[config.mk]
export PLATFORM = sky130hd
export DESIGN_NAME = seven_seg_flat
export DESIGN_NICKNAME = d
export VERILOG_FILES = /design/src/rtl/seven_seg_if.sv /design/src/rtl/seven_seg.sv /design/src/flat_wrapper.sv
export SDC_FILE = /design/constraint.sdc
export NUM_CORES = 1
export LEC_CHECK = 0
export CAP_MARGIN = 20
export CORE_AREA = 2 2 39 41
export DETAILED_ROUTE_END_ITERATION = 8
export DIE_AREA = 0 0 41 43
export HOLD_SLACK_MARGIN = 0.08
export SYNTH_ARGS = -nofsm -noshare
export SYNTH_HDL_FRONTEND = slang
export SYNTH_SLANG_ARGS = --single-unit
[constraint.sdc]
create_clock -name I_CLK -period 0.8 [get_ports I_CLK]
set_clock_uncertainty 0.2 [all_clocks]
set_input_delay 0.2 -clock I_CLK [delete_from_list [all_inputs] [get_ports I_CLK]]
set_output_delay 0.2 -clock I_CLK [all_outputs]
set_load 0.1 [all_outputs]
[src/rtl/seven_seg_if.sv]
// seven_seg_if: signal bundle for one seven-segment digit.
//
// Signals:
//   IN    [3:0] hex nibble to display (driven by the master)
//   OUT   [6:0] active-low segment drive {g,f,e,d,c,b,a} (driven by the digit)
//   I_RBI       ripple-blank in, only with SEVENSEG_RBL_EN (driven by the master)
//   O_RBO       ripple-blank out, only with SEVENSEG_RBL_EN (driven by the digit)
//
// Handshake: none. IN is a level that the digit samples on every rising clock
// edge; there is no valid/ready pair and the digit can never stall the source.
//
// Optional feature macro: SEVENSEG_RBL_EN adds the ripple-blanking pair.

interface seven_seg_if;
    logic [3:0] IN;
    logic [6:0] OUT;
`ifdef SEVENSEG_RBL_EN
    logic       I_RBI;
    logic       O_RBO;

    modport master (output IN, output I_RBI, input OUT, input O_RBO);
    modport slave  (input IN, input I_RBI, output OUT, output O_RBO);
`else
    modport master (output IN, input OUT);
    modport slave  (input IN, output OUT);
`endif
endinterface

[src/rtl/seven_seg.sv]
// seven_seg: hexadecimal-to-seven-segment decoder with a registered output,
// for one DE2-style HEX display digit (active-low segments).
//
// Ports:
//   I_CLK    input   sole clock, all state updates on its rising edge
//   I_RST_N  input   asynchronous active-low reset; blanks the display
//   bus      seven_seg_if.slave
//              IN    [3:0] nibble to display
//              OUT   [6:0] registered segment drive {g,f,e,d,c,b,a}, bit0 = a
//              I_RBI       ripple-blank in (SEVENSEG_RBL_EN only)
//              O_RBO       ripple-blank out, combinational (SEVENSEG_RBL_EN only)
//
// Optional feature macro: SEVENSEG_RBL_EN enables leading-zero suppression.
// With it, a zero nibble whose I_RBI is high shows blank, and O_RBO tells the
// next lower digit that everything above it is still blank zeros.
//
// There is no FSM; the only state is the OUT register.

module seven_seg (
    input  logic       I_CLK,
    input  logic       I_RST_N,
    seven_seg_if.slave bus
);

    localparam logic [6:0] SEG_BLANK = 7'h7F;

    logic [6:0] next_seg;
    logic [6:0] seg_q;

    // Pure lookup. Any non-0..F value (X/Z in simulation) falls to the
    // default and shows blank rather than a plausible glyph.
    function automatic logic [6:0] hex_glyph(input logic [3:0] nib);
        logic [6:0] g;
        case (nib)
            4'h0:    g = 7'h40;
            4'h1:    g = 7'h79;
            4'h2:    g = 7'h24;
            4'h3:    g = 7'h30;
            4'h4:    g = 7'h19;
            4'h5:    g = 7'h12;
            4'h6:    g = 7'h02;
            4'h7:    g = 7'h78;
            4'h8:    g = 7'h00;
            4'h9:    g = 7'h10;
            4'hA:    g = 7'h08;  // A
            4'hB:    g = 7'h03;  // b (lowercase)
            4'hC:    g = 7'h46;  // C
            4'hD:    g = 7'h21;  // d (lowercase)
            4'hE:    g = 7'h06;  // E
            4'hF:    g = 7'h0E;  // F
            default: g = SEG_BLANK;
        endcase
        return g;
    endfunction

    always_comb begin
        next_seg = hex_glyph(bus.IN);
`ifdef SEVENSEG_RBL_EN
        // Leading zero: every digit above this one is blank, so blank too.
        if (bus.I_RBI && (bus.IN == 4'h0)) begin
            next_seg = SEG_BLANK;
        end
`endif
    end

    always_ff @(posedge I_CLK or negedge I_RST_N) begin
        if (!I_RST_N) begin
            seg_q <= SEG_BLANK;
        end else begin
            seg_q <= next_seg;
        end
    end

    assign bus.OUT = seg_q;

`ifdef SEVENSEG_RBL_EN
    // Deliberately not reset-gated and not registered, so a whole chain of
    // digits settles within the same cycle as its IN values.
    assign bus.O_RBO = bus.I_RBI & (bus.IN == 4'h0);
`endif

endmodule

[src/flat_wrapper.sv]
// flat-port wrapper written by rule: the top's interface ports become plain ports
module seven_seg_flat 
  (I_CLK, I_RST_N, bus_IN, bus_OUT);
  seven_seg_if bus_i ();
  input  logic I_CLK;
  input  logic I_RST_N;
  input wire logic [$bits(bus_i.IN)-1:0] bus_IN;
  output wire logic [$bits(bus_i.OUT)-1:0] bus_OUT;
  assign bus_i.IN = bus_IN;
  assign bus_OUT = bus_i.OUT;
  seven_seg u_core (.I_CLK(I_CLK), .I_RST_N(I_RST_N), .bus(bus_i));
endmodule
==> results of run 1 <==
-- per-layer routing --
| metal | global-route usage | share of wire | wire [µm] |
|---|---|---|---|
| met5 | 0 | 0 | 0 |
| met4 | 0.100 | 0 | 0 |
| met3 | 0.0157 | 0.050 | 52 |
| met2 | 0.288 | 0.61 | 639 |
| met1 | 0.157 | 0.34 | 352 |
-- per-stage QoR --
stage               hold slack, ns  TNS, ns  power [µW]
floorplan                   -0.148    -4.30         803
global placement             0.509   -10.30        1050
detailed placement           0.512   -10.52        1060
CTS                          0.157    -6.74        1420
global route                0.0721    -6.92        1490
finish                      0.0714    -6.52        1430
-- path summary, 6_finish.rpt --
kind,slack (ns),endpoint
max,-0.63,bus_OUT[1]
max in group asynchronous,0.13,u_core.bus.OUT[5]
min in group asynchronous,0.25,u_core.bus.OUT[0]
min,0.07,u_core.bus.OUT[1]
-- cell usage in the layout, fill, tap and decap left out, types with 2 or more instances in the layout --
cell                       instances
sky130_fd_sc_hd__a22o_1            2
sky130_fd_sc_hd__buf_12            8
sky130_fd_sc_hd__buf_4             5
sky130_fd_sc_hd__buf_6            10
sky130_fd_sc_hd__buf_8             2
sky130_fd_sc_hd__clkbuf_4          3
sky130_fd_sc_hd__dfstp_4           6
sky130_fd_sc_hd__ha_4              5
sky130_fd_sc_hd__mux2i_1           4
sky130_fd_sc_hd__nor2_1            5
sky130_fd_sc_hd__o21ai_1           2
-- logic make-up after synthesis --
kind of cell | synth area share
flops | 0.401
simple gates | 0.0872
mux | 0.169
compound gates | 0.0926
fa+ha+maj | 0.191
buf+inv | 0.0599
-- repair_timing --
action,CTS,global route
pin swaps,8,5
resized for setup,33,5
buffers inserted,3,2
setup endpoints to repair,14,14
endpoints found under the hold margin,0,1
-- power by group --
part | internal (µW) | total, µW | switching [µW]
Clock | 189 | 304 | 114
Combinational | 297 | 670 | 373
Sequential | 427 | 452 | 25.3
Total | 913 | 1430 | 512
-- area by class of cell --
cell class | count | area share
clock buffers | 4 | 0.0269
inverters | 3 | 0.0410
multi-input cells | 27 | 0.321
flip-flops and latches | 7 | 0.212
well taps | 16 | 0.0205
repair buffers | 28 | 0.379
==> impl_results.html, run 1 <==
<table>
<tr><th>Metric</th><th>Value</th></tr>
<tr><th colspan="2">Final layout</th></tr>
<tr><td>Max FFs per register</td><td>7</td></tr>
<tr><td>Diodes inserted</td><td>0</td></tr>
<tr><td>Net total in the final layout</td><td>83</td></tr>
<tr><td>FF/Latch Area</td><td>206 µm²</td></tr>
<tr><td>Area of combinational cells with multiple inputs</td><td>313 µm²</td></tr>
<tr><td>Number of fill cells in the layout</td><td>96</td></tr>
<tr><td>Final cell utilization of the core</td><td>0.705</td></tr>
<tr><td>Cell area after layout</td><td>976 µm²</td></tr>
<tr><td>Growth of design area from synthesis to finish</td><td>113%</td></tr>
<tr><td>Share of final-layout standard cells stronger than drive strength 1</td><td>0.696</td></tr>
<tr><td>Post-route non-filler standard cell count</td><td>85</td></tr>
<tr><th colspan="2">Logic synthesis</th></tr>
<tr><td>Synth Net Count</td><td>52</td></tr>
<tr><td>Synthesis warning total</td><td>0</td></tr>
<tr><td>EDFF count, synth</td><td>0</td></tr>
<tr><td>Synth Instances</td><td>39</td></tr>
<tr><td>Register area share after synthesis</td><td>0.401</td></tr>
<tr><td>Mean cell area of the mapped netlist</td><td>11.8 µm²</td></tr>
<tr><td>Async set-reset flop share out of synthesis</td><td>1.00</td></tr>
<tr><td>Leading post-synthesis cells by cell area</td><td>sky130_fd_sc_hd__dfstp_2 40%, sky130_fd_sc_hd__ha_1 19%, sky130_fd_sc_hd__mux2i_1 8.7%</td></tr>
<tr><td>Prevailing post-synth register cell</td><td>sky130_fd_sc_hd__dfstp_2</td></tr>
<tr><td>Cell area after technology mapping</td><td>459 µm²</td></tr>
<tr><td>Post-synth top area cell</td><td>sky130_fd_sc_hd__dfstp_2</td></tr>
<tr><td>Seq cells post-synth</td><td>7</td></tr>
<tr><td>Ranking of synthesized cells by instance count</td><td>7 x sky130_fd_sc_hd__dfstp_2, 7 x sky130_fd_sc_hd__ha_1, 5 x sky130_fd_sc_hd__nor2_1, 4 x sky130_fd_sc_hd__mux2i_1, 3 x sky130_fd_sc_hd__inv_1</td></tr>
<tr><td>Number of different library cells in the post-synthesis netlist</td><td>16</td></tr>
<tr><td>Post-synth top area share</td><td>0.401</td></tr>
<tr><th colspan="2">Die</th></tr>
<tr><td>Die area</td><td>roughly 0.0018 mm²</td></tr>
<tr><td>Rows</td><td>14</td></tr>
<tr><td>Starting density of the core</td><td>0.332</td></tr>
<tr><td>Die extent in y</td><td>43 µm</td></tr>
<tr><td>Standard cell core area</td><td>between 0.001 and 0.0015 mm²</td></tr>
<tr><td>Width of the die</td><td>between 40 and 50 µm</td></tr>
<tr><td>Io pins</td><td>13</td></tr>
<tr><th colspan="2">Route</th></tr>
<tr><td>DR iter-0 viols</td><td>7</td></tr>
<tr><td>Mean number of vias per cell</td><td>4.53</td></tr>
<tr><td>Total wire length after detailed routing</td><td>1040 µm</td></tr>
<tr><td>Avg WL per Cell</td><td>12.3 µm</td></tr>
<tr><td>Routed vias</td><td>385</td></tr>
<tr><td>Final routed DRC violation total</td><td>0</td></tr>
<tr><td>Post-route ant nets</td><td>0</td></tr>
<tr><td>First-pass DRT Iterations</td><td>2</td></tr>
<tr><th colspan="2">Clock tree</th></tr>
<tr><td>Clock tree from TritonCTS</td><td>built</td></tr>
<tr><td>Clock root buffer master</td><td>sky130_fd_sc_hd__clkbuf_4</td></tr>
<tr><td>Clock sink count</td><td>7</td></tr>
<tr><td>H-tree depth</td><td>1</td></tr>
<tr><td>Number of CTS-inserted buffers</td><td>3</td></tr>
<tr><td>Clock Pin Slew Worst Setup and Hold Paths</td><td>about 0.05 ns</td></tr>
<tr><td>Clock tree buffer depth</td><td>2</td></tr>
<tr><td>Hold buffer count at CTS</td><td>0</td></tr>
<tr><th colspan="2">Worst setup path</th></tr>
<tr><td>Critical path type</td><td>reg -&gt; out</td></tr>
<tr><td>Family with the most delay on the worst path</td><td>flip-flops</td></tr>
<tr><td>Cell-by-cell trace of the critical path</td><td>buf_12</td></tr>
<tr><td>Delay of the slowest cell on the worst path</td><td>0.62 ns</td></tr>
<tr><td>Critical path's slowest cell</td><td>sky130_fd_sc_hd__dfstp_4</td></tr>
<tr><td>Worst setup EP type</td><td>output pin</td></tr>
<tr><td>Startpoint class of the critical path</td><td>flop</td></tr>
<tr><td>Worst setup startpoint</td><td>u_core.bus.OUT[1]</td></tr>
<tr><td>Sum of buffers and inverters on the critical path</td><td>1</td></tr>
<tr><td>Maximum net fanout on the critical path</td><td>1</td></tr>
<tr><td>Data required time at the worst endpoint</td><td>0.40 ns</td></tr>
<tr><td>Number of gates on the worst path with buffers counted</td><td>1</td></tr>
<tr><td>Arr. time, crit path</td><td>between 1 and 1.5 ns</td></tr>
<tr><th colspan="2">STA</th></tr>
<tr><td>RSZ-0062 raised after global routing</td><td>true</td></tr>
<tr><td>Slew Limit Fails</td><td>0</td></tr>
<tr><td>Final-report setup violation count</td><td>14</td></tr>
<tr><td>Period Utilization, post-route</td><td>1.79</td></tr>
<tr><td>Highest Clock Rate</td><td>between 600 and 700 MHz</td></tr>
<tr><td>Slew @ Worst Pin</td><td>0.281 ns</td></tr>
<tr><td>Crit path time final</td><td>1.43 ns</td></tr>
<tr><td>Number of failing hold endpoints at the final stage</td><td>0</td></tr>
<tr><td>Max-slew headroom at the worst pin</td><td>0.812</td></tr>
<tr><td>Post-route worst setup slack</td><td>-0.629 ns</td></tr>
<tr><th colspan="2">Place</th></tr>
<tr><td>Setup Slack @ Placement</td><td>-1.12 ns</td></tr>
<tr><td>Count of input and output buffers</td><td>12</td></tr>
<tr><td>Instance area after placement</td><td>818 µm²</td></tr>
<tr><td>Detailed Place HPWL</td><td>~800 µm</td></tr>
<tr><td>Routability congestion estimate from global placement</td><td>0.786</td></tr>
<tr><td>Total instance count after detailed placement</td><td>77</td></tr>
<tr><th colspan="2">Global route</th></tr>
<tr><td>Antenna violations before repair</td><td>0</td></tr>
<tr><td>First-pass GRT wire length</td><td>1810 µm</td></tr>
<tr><td>Largest net degree at the start of global routing</td><td>9</td></tr>
<tr><td>Remaining global-route overflow</td><td>0</td></tr>
<tr><td>Via count of the first global-routing pass</td><td>420</td></tr>
<tr><td>Global routing usage summed across all routing layers</td><td>0.159</td></tr>
<tr><th colspan="2">Power and ir drop</th></tr>
<tr><td>Maximum resistive drop on vdd</td><td>0.541 mV</td></tr>
<tr><td>Leak Pwr</td><td>0.000422 µW</td></tr>
<tr><td>Areal power density over the cells</td><td>1460 mW/mm²</td></tr>
<tr><th colspan="2">Min path</th></tr>
<tr><td>Worst min path class</td><td>in -&gt; reg</td></tr>
<tr><td>Critical hold path startpoint</td><td>bus_IN[1]</td></tr>
<tr><td>Cell depth of the worst hold path</td><td>2</td></tr>
<tr><th colspan="2">Run</th></tr>
<tr><td>Max-capacitance violation count</td><td>0</td></tr>
<tr><th colspan="2">Run status</th></tr>
<tr><td>Run status</td><td>complete, but fails checks</td></tr>
<tr><td>Violations in the final reports</td><td>negative setup slack</td></tr>
</table>
(Power assumes the default switching activity.)
==> run 2, diff against run 1 <==
--- a/config.mk
+++ b/config.mk
@@ -7,6 +7,7 @@
 export LEC_CHECK = 0
 export CAP_MARGIN = 20
 export CORE_AREA = 2 2 39 41
+export CTS_CLUSTER_SIZE = 24
 export DETAILED_ROUTE_END_ITERATION = 8
 export DIE_AREA = 0 0 41 43
 export HOLD_SLACK_MARGIN = 0.08
==> results of run 2 <==
Final layout, timing and power as in run 1 (identical DEF).
